--- src/rtl/wb_arb_pkg.sv ---
// ============================================================================
// wb_arb_pkg : shared types and helpers for the two-master Wishbone arbiter
// Rev 1.0
// ============================================================================
`default_nettype none

package wb_arb_pkg;

    localparam int NB_MASTERS = 2;

    typedef enum logic [1:0] {
        IDLE = 2'd0,
        OWN0 = 2'd1,
        OWN1 = 2'd2
    } arb_state_t;

    // One-hot owner vector, bit n set while master n holds the slave.
    function automatic logic [NB_MASTERS-1:0] grant_vec(input arb_state_t s);
        return {(s == OWN1), (s == OWN0)};
    endfunction

endpackage

`default_nettype wire

--- src/rtl/wshb_if.sv ---
// ============================================================================
// wshb_if : classic Wishbone bus bundle with master and slave views
// Rev 1.0
// ============================================================================
`default_nettype none

interface wshb_if #(
    parameter int DW = 32,
    parameter int AW = 32
) (
    input logic clk,
    input logic rst
);

    logic            cyc;
    logic            stb;
    logic            we;
    logic [AW-1:0]   adr;
    logic [DW/8-1:0] sel;
    logic [DW-1:0]   dat_ms;
    logic [DW-1:0]   dat_sm;
    logic            ack;

    modport master (
        input  clk, rst,
        output cyc, stb, we, adr, sel, dat_ms,
        input  dat_sm, ack
    );

    modport slave (
        input  clk, rst,
        input  cyc, stb, we, adr, sel, dat_ms,
        output dat_sm, ack
    );

endinterface

`default_nettype wire

--- src/rtl/wb_arb_mux.sv ---
// ============================================================================
// wb_arb_mux : steers the owning master onto the shared slave and routes ack
// Rev 1.0
// ============================================================================
`default_nettype none

module wb_arb_mux
    import wb_arb_pkg::*;
(
    input  arb_state_t i_state,
    wshb_if.slave      wb_m0,
    wshb_if.slave      wb_m1,
    wshb_if.master     wb_s
);

    logic w_own0;
    logic w_own1;

    assign w_own0 = (i_state == OWN0);
    assign w_own1 = (i_state == OWN1);

    // Slave side depends only on state and master signals, never on ack.
    assign wb_s.cyc    = (w_own0 & wb_m0.cyc) | (w_own1 & wb_m1.cyc);
    assign wb_s.stb    = (w_own0 & wb_m0.stb) | (w_own1 & wb_m1.stb);
    assign wb_s.we     = (w_own0 & wb_m0.we)  | (w_own1 & wb_m1.we);
    assign wb_s.adr    = w_own1 ? wb_m1.adr    : (w_own0 ? wb_m0.adr    : '0);
    assign wb_s.sel    = w_own1 ? wb_m1.sel    : (w_own0 ? wb_m0.sel    : '0);
    assign wb_s.dat_ms = w_own1 ? wb_m1.dat_ms : (w_own0 ? wb_m0.dat_ms : '0);

    assign wb_m0.ack    = w_own0 & wb_s.ack;
    assign wb_m1.ack    = w_own1 & wb_s.ack;
    assign wb_m0.dat_sm = wb_s.dat_sm;
    assign wb_m1.dat_sm = wb_s.dat_sm;

endmodule

`default_nettype wire

--- src/rtl/wb_arbiter_2m.sv ---
// ============================================================================
// wb_arbiter_2m : round-robin two-master Wishbone arbiter with burst limit
// Rev 1.0
// ============================================================================
`default_nettype none

module wb_arbiter_2m
    import wb_arb_pkg::*;
#(
    parameter int MAX_BURST = 16,
    parameter int CNT_W     = 5
) (
    input  logic                  clk,
    input  logic                  rst,
    wshb_if.slave                 wb_m0,
    wshb_if.slave                 wb_m1,
    wshb_if.master                wb_s,
    output logic [NB_MASTERS-1:0] gnt
);

    localparam bit               c_PREEMPT_EN = (MAX_BURST > 0);
    localparam logic [CNT_W-1:0] c_BURST_LAST = c_PREEMPT_EN ? CNT_W'(MAX_BURST - 1) : '0;
    localparam logic [CNT_W-1:0] c_BURST_MAX  = CNT_W'(MAX_BURST);

    arb_state_t       r_state;
    arb_state_t       w_state_nxt;
    logic             r_last;
    logic             w_last_nxt;
    logic [CNT_W-1:0] r_cnt;
    logic [CNT_W-1:0] w_cnt_nxt;

    logic             w_req0;
    logic             w_req1;
    logic             w_ack;
    logic             w_burst_done;

    assign w_req0 = wb_m0.cyc;
    assign w_req1 = wb_m1.cyc;
    assign w_ack  = wb_s.ack;

    // Preemption only fires on an ack cycle so a registered read ack can
    // never land on the next owner.
    assign w_burst_done = c_PREEMPT_EN && w_ack && (r_cnt == c_BURST_LAST);

    always_ff @(posedge clk or negedge rst) begin
        if (!rst) begin
            r_state <= IDLE;
            r_last  <= 1'b1;
            r_cnt   <= '0;
        end else begin
            r_state <= w_state_nxt;
            r_last  <= w_last_nxt;
            r_cnt   <= w_cnt_nxt;
        end
    end

    always_comb begin
        w_state_nxt = r_state;
        w_last_nxt  = r_last;
        case (r_state)
            IDLE: begin
                if (w_req0 && w_req1) begin
                    w_state_nxt = r_last ? OWN0 : OWN1;
                end else if (w_req0) begin
                    w_state_nxt = OWN0;
                end else if (w_req1) begin
                    w_state_nxt = OWN1;
                end
            end
            OWN0: begin
                if (!w_req0) begin
                    w_state_nxt = w_req1 ? OWN1 : IDLE;
                    w_last_nxt  = 1'b0;
                end else if (w_req1 && w_burst_done) begin
                    w_state_nxt = OWN1;
                    w_last_nxt  = 1'b0;
                end
            end
            OWN1: begin
                if (!w_req1) begin
                    w_state_nxt = w_req0 ? OWN0 : IDLE;
                    w_last_nxt  = 1'b1;
                end else if (w_req0 && w_burst_done) begin
                    w_state_nxt = OWN0;
                    w_last_nxt  = 1'b1;
                end
            end
            default: begin
                w_state_nxt = IDLE;
            end
        endcase
    end

    // Beat counter restarts on every ownership change and saturates.
    always_comb begin
        w_cnt_nxt = r_cnt;
        if (w_state_nxt != r_state) begin
            w_cnt_nxt = '0;
        end else if ((r_state != IDLE) && w_ack && (r_cnt != c_BURST_MAX)) begin
            w_cnt_nxt = r_cnt + CNT_W'(1);
        end
    end

    assign gnt = grant_vec(r_state);

    wb_arb_mux u_mux (
        .i_state (r_state),
        .wb_m0   (wb_m0),
        .wb_m1   (wb_m1),
        .wb_s    (wb_s)
    );

endmodule

`default_nettype wire

--- src/flat_wrapper.sv ---
// flat-port wrapper written by rule: the top's interface ports become plain ports
module wb_arbiter_2m_flat import wb_arb_pkg::*;
#(
    parameter int MAX_BURST = 16,
    parameter int CNT_W     = 5
)
  (clk, rst, gnt, wb_m0_cyc, wb_m0_stb, wb_m0_we, wb_m0_adr, wb_m0_sel, wb_m0_dat_ms, wb_m0_dat_sm, wb_m0_ack, wb_m1_cyc, wb_m1_stb, wb_m1_we, wb_m1_adr, wb_m1_sel, wb_m1_dat_ms, wb_m1_dat_sm, wb_m1_ack, wb_s_cyc, wb_s_stb, wb_s_we, wb_s_adr, wb_s_sel, wb_s_dat_ms, wb_s_dat_sm, wb_s_ack);
  wshb_if wb_m0_i (.clk(clk), .rst(rst));
  wshb_if wb_m1_i (.clk(clk), .rst(rst));
  wshb_if wb_s_i (.clk(clk), .rst(rst));
  input  logic clk;
  input  logic rst;
  output logic [NB_MASTERS-1:0] gnt;
  input wire logic [$bits(wb_m0_i.cyc)-1:0] wb_m0_cyc;
  input wire logic [$bits(wb_m0_i.stb)-1:0] wb_m0_stb;
  input wire logic [$bits(wb_m0_i.we)-1:0] wb_m0_we;
  input wire logic [$bits(wb_m0_i.adr)-1:0] wb_m0_adr;
  input wire logic [$bits(wb_m0_i.sel)-1:0] wb_m0_sel;
  input wire logic [$bits(wb_m0_i.dat_ms)-1:0] wb_m0_dat_ms;
  output wire logic [$bits(wb_m0_i.dat_sm)-1:0] wb_m0_dat_sm;
  output wire logic [$bits(wb_m0_i.ack)-1:0] wb_m0_ack;
  input wire logic [$bits(wb_m1_i.cyc)-1:0] wb_m1_cyc;
  input wire logic [$bits(wb_m1_i.stb)-1:0] wb_m1_stb;
  input wire logic [$bits(wb_m1_i.we)-1:0] wb_m1_we;
  input wire logic [$bits(wb_m1_i.adr)-1:0] wb_m1_adr;
  input wire logic [$bits(wb_m1_i.sel)-1:0] wb_m1_sel;
  input wire logic [$bits(wb_m1_i.dat_ms)-1:0] wb_m1_dat_ms;
  output wire logic [$bits(wb_m1_i.dat_sm)-1:0] wb_m1_dat_sm;
  output wire logic [$bits(wb_m1_i.ack)-1:0] wb_m1_ack;
  output wire logic [$bits(wb_s_i.cyc)-1:0] wb_s_cyc;
  output wire logic [$bits(wb_s_i.stb)-1:0] wb_s_stb;
  output wire logic [$bits(wb_s_i.we)-1:0] wb_s_we;
  output wire logic [$bits(wb_s_i.adr)-1:0] wb_s_adr;
  output wire logic [$bits(wb_s_i.sel)-1:0] wb_s_sel;
  output wire logic [$bits(wb_s_i.dat_ms)-1:0] wb_s_dat_ms;
  input wire logic [$bits(wb_s_i.dat_sm)-1:0] wb_s_dat_sm;
  input wire logic [$bits(wb_s_i.ack)-1:0] wb_s_ack;
  assign wb_m0_i.cyc = wb_m0_cyc;
  assign wb_m0_i.stb = wb_m0_stb;
  assign wb_m0_i.we = wb_m0_we;
  assign wb_m0_i.adr = wb_m0_adr;
  assign wb_m0_i.sel = wb_m0_sel;
  assign wb_m0_i.dat_ms = wb_m0_dat_ms;
  assign wb_m0_dat_sm = wb_m0_i.dat_sm;
  assign wb_m0_ack = wb_m0_i.ack;
  assign wb_m1_i.cyc = wb_m1_cyc;
  assign wb_m1_i.stb = wb_m1_stb;
  assign wb_m1_i.we = wb_m1_we;
  assign wb_m1_i.adr = wb_m1_adr;
  assign wb_m1_i.sel = wb_m1_sel;
  assign wb_m1_i.dat_ms = wb_m1_dat_ms;
  assign wb_m1_dat_sm = wb_m1_i.dat_sm;
  assign wb_m1_ack = wb_m1_i.ack;
  assign wb_s_cyc = wb_s_i.cyc;
  assign wb_s_stb = wb_s_i.stb;
  assign wb_s_we = wb_s_i.we;
  assign wb_s_adr = wb_s_i.adr;
  assign wb_s_sel = wb_s_i.sel;
  assign wb_s_dat_ms = wb_s_i.dat_ms;
  assign wb_s_i.dat_sm = wb_s_dat_sm;
  assign wb_s_i.ack = wb_s_ack;
  wb_arbiter_2m #(.MAX_BURST(MAX_BURST), .CNT_W(CNT_W)) u_core (.clk(clk), .rst(rst), .wb_m0(wb_m0_i), .wb_m1(wb_m1_i), .wb_s(wb_s_i), .gnt(gnt));
endmodule
--- config.mk ---
export PLATFORM = sky130hd
export DESIGN_NAME = wb_arbiter_2m_flat
export DESIGN_NICKNAME = d
export VERILOG_FILES = /design/src/rtl/wb_arb_pkg.sv /design/src/rtl/wshb_if.sv /design/src/rtl/wb_arb_mux.sv /design/src/rtl/wb_arbiter_2m.sv /design/src/flat_wrapper.sv
export SDC_FILE = /design/constraint.sdc
export NUM_CORES = 1
export LEC_CHECK = 0
export ABC_AREA = 1
export CAP_MARGIN = 20
export CORE_AREA = 2 2 121 123
export DETAILED_ROUTE_END_ITERATION = 6
export DIE_AREA = 0 0 123 125
export PLACE_DENSITY = 0.68
export SLEW_MARGIN = 25
export SYNTH_ARGS = -nofsm -noshare
export SYNTH_HDL_FRONTEND = slang
export SYNTH_HIERARCHICAL = 1
export SYNTH_SLANG_ARGS = --single-unit
--- constraint.sdc ---
create_clock -name clk -period 2.3 [get_ports clk]
set_clock_uncertainty 0.15 [all_clocks]
set_input_delay 0.23 -clock clk [delete_from_list [all_inputs] [get_ports clk]]
set_output_delay 0.23 -clock clk [all_outputs]
set_load 0.05 [all_outputs]
==> Word-level counts from Yosys, hierarchy flattened <==
Index checks and enable logic that the tools add are counted.
W data, S select, Z words.
{ "totals": {"elab_cells": 57, "input_bits": 177, "register_bits": 8, "out_inout_bits": 139} }
{ "classes": {"n_eq_ne": 7, "reduce_logical": 11, "bitwise_logic": 11, "mux": 24, "addsub": 1} }
{ "op_table": {"columns": ["op", "count"], "rows": [
  ["$mux W32", 4],
  ["$mux W2", 9],
  ["$mux W5", 2],
  ["$and A1 B1 Y1", 8],
  ["$mux W4", 2],
  ["$logic_and A1 B1 Y1", 6],
  ["$ne A3 B2 Y1 const B", 2],
  ["$pmux W2 S3", 1],
  ["$reduce_bool A2 Y1", 3],
  ["$add A5 B1 Y5 const B", 1],
  ["$eq A5 B4 Y1 const B", 1],
  ["$mux W1", 5],
  ["$ne A5 B5 Y1 const B", 1],
  ["$or A1 B1 Y1", 3],
  ["$reduce_and A3 Y1", 1],
  ["$eq A2 B1 Y1 const B", 1],
  ["$eq A2 B2 Y1 const B", 1],
  ["$logic_not A2 Y1", 1],
  ["$ne A2 B2 Y1", 1],
  ["$pmux W1 S2", 1]
]} }

==> Depth between registers and ports, before layout <==
{ "depth": {"word_depth": 8, "mapped_depth": 13, "ltp_nobuf": 13} }

==> Hierarchy <==
The synthesis kept the hierarchy.
{ "modules_own_cells": {"columns": ["module", "seq_area_each_um2", "area_each_um2", "cells_each", "instances"], "rows": [
  ["wb_arb_mux", 0.0, 1806.7, 314, 1],
  ["wb_arbiter_2m", 201.4, 676.9, 95, 1]
]} }

==> Worst setup path before layout <==
Ideal clock, no wire load.
{ "synth_timing": {"path_type": "register to register", "start": "register u_core.r_state[1]", "end": "register u_core.r_cnt[0]", "path_buffers": 0, "path_stages_with_launch": 12, "arrival_ps": 1659, "setup_ps": 120, "synth_period_minus_slack_ps": 1929, "required_ps": 2030, "slack_ps": 371, "path_cell_list": "dfrtp_1 > inv_2 > ha_1 > nand2_1 > clkinv_1 > nand3_1 > nand3_2 > nand2_2 > nand2_1 > nand2_2 > nand2_4 > nor2_2"} }
{ "synth_between": {"elab_cells_between_ends": 17, "cone_classes": "3 x eq/ne; 9 x mux; 5 x reduce/logical"} }
{ "synth_lines": {"columns": ["element", "line", "source"], "rows": [
  ["start: declaration", "wb_arbiter_2m.sv:25", "arb_state_t r_state;"],
  ["start signal: assignment", "wb_arbiter_2m.sv:51", "r_state <= w_state_nxt;"],
  ["$eq A2 B1 Y1 (*)", null, null],
  ["named net gnt[0]", "flat_wrapper.sv:13", "output logic [NB_MASTERS-1:0] gnt;"],
  ["$pmux W2 S3 (*)", "wb_arbiter_2m.sv:60", "case (r_state)"],
  ["$ne A2 B2 Y1 (*)", "wb_arbiter_2m.sv:97", "if (w_state_nxt != r_state) begin"],
  ["$mux W5 or $reduce_bool A2 Y1 (tied branches)", null, null],
  ["end signal: assignment", "wb_arbiter_2m.sv:53", "r_cnt <= w_cnt_nxt;"],
  ["end: declaration", "wb_arbiter_2m.sv:29", "logic [CNT_W-1:0] r_cnt;"]
]} }
Mark *: on every way through the listed nets, which the timed path passes. The rest lies on a longest branch.
A chain may end at the register's enable or synchronous reset.

==> Worst setup path after layout <==
{ "layout_timing": {"start": "register u_core.r_state[1]", "end": "output port wb_s_adr[20]"} }
{ "layout_between": {"elab_chain_len": 3, "elab_cells_between_ends": 4, "cone_classes": "2 x eq/ne; 2 x mux"} }
{ "layout_lines": {"columns": ["element", "line", "source"], "rows": [
  ["$eq A2 B1 Y1", "wb_arb_mux.sv:19", "assign w_own0 = (i_state == OWN0);"],
  ["$mux W32", "wb_arb_mux.sv:26", "assign wb_s.adr = w_own1 ? wb_m1.adr : (w_own0 ? wb_m0.adr : '0);"],
  ["$mux W32 (*)", "wb_arb_mux.sv:26", null],
  ["end: declaration", "flat_wrapper.sv:33", "output wire logic [$bits(wb_s_i.adr)-1:0] wb_s_adr;"]
]} }
Every way passes the cells marked *; elsewhere a longest branch is shown, timed or not.

==> flow_metrics.py <==
metrics = {
    "run": {
        "drv_cap": 0,
    },
    "cts": {
        "clk_pin_slew_ns": 0.04,
        "cts.sinks": 8,
        "cts_max_path_buffers": 2,
        "postCtsSetupRepairBufs": 0,
        "cts-buffers-inserted": 3,
        "ctsHoldBuffers": 0,
        "cts_resized": 0,
        "tritoncts": "yes",
        "cts_root_buffer": "clkbuf_16",
        "htree_levels": 1,
        "clk_latency_ns": 0.24,
    },
    "floorplanning": {
        "die_h_um": 125,
        "die_area_sq_um": 15400,
        "die_w_um": 123,
        "rows": 44,
        "io_pins": 316,
        "core_sq_um": 14200,
        "start_util": 0.175,
    },
    "power": {
        "p_per_area_nw_per_um2": 1370,
        "power_frac_comb": 0.918,
        "sequentialPowerShare": 0.036,
        "p_sw_uw": 3790,
        "p_leak_uw": 0.00221,
        "switching_share": 0.557,
        "vdd.ir_drop.worst_mv": 1.00,
        "total_power_uw": 6810,
        "clkPwrFrac": 0.046,
        "p_int_uw": 3020,
    },
    "sta": {
        "tns_ns": 0,
        "slew_viol_final": 0,
        "max_clock_freq_mhz": 496,
        "fin_crit_sh": 0.877,
        "setup_viol_count_final": 0,
        "hold_viol": 0,
        "rsz0062_at_grt": "false",
        "max_slew_margin": 0.684,
        "fin_crit_ns": 2.02,
        "worstMarginPinSlew_ns": 0.475,
    },
    "yosys": {
        "synthFlopType": "dfrtp_1",
        "synth_seq_area_share": 0.0811,
        "synth-edff-count": 0,
        "yosys_warnings": 6,
        "syn_nets": 593,
        "synth_seq_cells": 8,
        "syn_inst": 409,
        "synthTopCellsByArea": "nand3_1, buf_4, nand2_1, buf_6, dfrtp_1",
        "netlist_area_sq_um": 2480,
        "synth_cell_types": 25,
        "yosysTopAreaCell": "nand3_1",
        "syn_area_per_cell_sq_um": 6.07,
        "synth_top_area_frac": 0.306,
        "synthArstFlopShare": 1.00,
    },
    "final_layout": {
        "fillers": 1466,
        "postLayoutCellArea_sq_um": 4970,
        "final_common_cell": "nand3_1",
        "area_delta_synth_final_pct": 100,
        "mostFrequentLayoutCells": "nand3_1, clkdlybuf4s50_1, nand2_1",
        "post_layout_nonfiller_instances": 725,
        "drive_gt1_frac": 0.190,
        "layout.nets": 726,
        "antenna_cells": 0,
    },
    "placement": {
        "gp_congestion": 0.809,
        "place_area_sq_um": 4890,
        "placed_cells": 721,
        "io_buffers": 219,
        "hpwlAfterDp_um": 7400,
    },
    "worst_setup_path": {
        "critPathArrivalTime_ns": 1.64,
        "setup.worst_path.end_class": "output port",
        "cp_max_fo": 41,
        "worstSetupPathType": "flip-flop to output port",
        "required_ns": 1.92,
        "startpoint_type": "flip-flop",
    },
    "grt": {
        "track_usage": 0.120,
        "grt-ovfl-total": 0,
        "grt_pass1_wl_um": 15100,
        "grt_max_degree": 73,
        "antenna_found_initial": 0,
        "grt_pass1_vias": 2871,
    },
    "route": {
        "viasPerCell": 4.29,
        "drc": 0,
        "drt_wl_total_um": 10000,
        "post_drt_wl_per_cell_um": 13.8,
        "route.vias.total": 3109,
        "drt_first_pass_iters": 5,
        "ant_nets": 0,
        "drt_iter0_markers": 168,
    },
    "hold_path": {
        "hp-class": "input pin to asynchronous set/reset pin",
    },
    "outcome": {
        "status": "complete, no violations",
    },
}
registers in the layout (all words and copies together), names as in the netlist:
register        count
u_core/r_cnt        5
u_core/r_last       1
u_core/r_state      2
power groups by stage:
stage | Combinational [uW] | Clock (uW) | Sequential, uW
floorplan | 3930 | 0 | 220
detailed placement | 6270 | 0 | 247
CTS | 6280 | 319 | 245
finish | 6250 | 315 | 245
global placement | 6260 | 0 | 241
global route | 6540 | 329 | 251
kinds of logic after synthesis:
kind of cell,after synthesis,share of synthesized area
buf+inv,116,0.358
xor+xnor,2,0.00705
fa+ha+maj,7,0.0353
flops,8,0.0811
simple gates,272,0.510
compound gates,4,0.00856
synth_stat cells, types with 3 or more instances:
cell type,n
nand2_1,92
inv_2,3
dfrtp_1,7
nand2_2,5
nand3_1,152
inv_1,15
nor2_1,11
ha_1,7
buf_4,74
nor2_2,5
buf_6,20
critical path, stage by stage (launching register included):
cell and delay (ns):
dfrtp_2 0.47, buf_4 0.43, nand3_1 0.13, nand2_1 0.17, buf_12 0.16
layer usage:
layer  track usage  wire [um]  up-vias
met1         0.148       3970     1363
met5             0          0        -
li1              -          -     1547
met2         0.198       4620      188
met3        0.0474       1370       11
met4        0.0201         76        0
through the flow:
stage               setup slack, ns  utilization  hold WS, ns
floorplan                     0.371            -       -0.216
detailed placement            0.350        0.345        0.310
finish                        0.282        0.350        0.146
global placement              0.413        0.345        0.310
global route                  0.194        0.350        0.185
CTS                           0.291        0.350        0.159
path summary, 6_finish.rpt:
path	startpoint	to	slack (ns)	cells past startpoint
max	u_core/r_state[1]$_DFF_PN0_	wb_s_adr[20]	0.28	4
min	rst	u_core/r_state[1]$_DFF_PN0_	0.15	1
max reg2reg	u_core/r_cnt[0]$_DFFE_PN0P_	u_core/r_cnt[2]$_DFFE_PN0P_	0.34	13
min reg2reg	u_core/r_last$_DFFE_PN1P_	u_core/r_last$_DFFE_PN1P_	0.33	2
max in group asynchronous	rst	u_core/r_last$_DFFE_PN1P_	1.53	1
min in group clk	wb_s_dat_sm[24]	wb_m1_dat_sm[24]	0.31	0
layout make-up:
cell class              instances  area (sq um)  share of cell area
inverters                      21          93.8              0.0189
clock buffers                   4          78.8              0.0159
flip-flops and latches          8           204              0.0410
repair buffers                223          2970               0.598
multi-input cells             285          1390               0.280
well taps                     184           230              0.0463
Power figures use the tool's default switching activity.
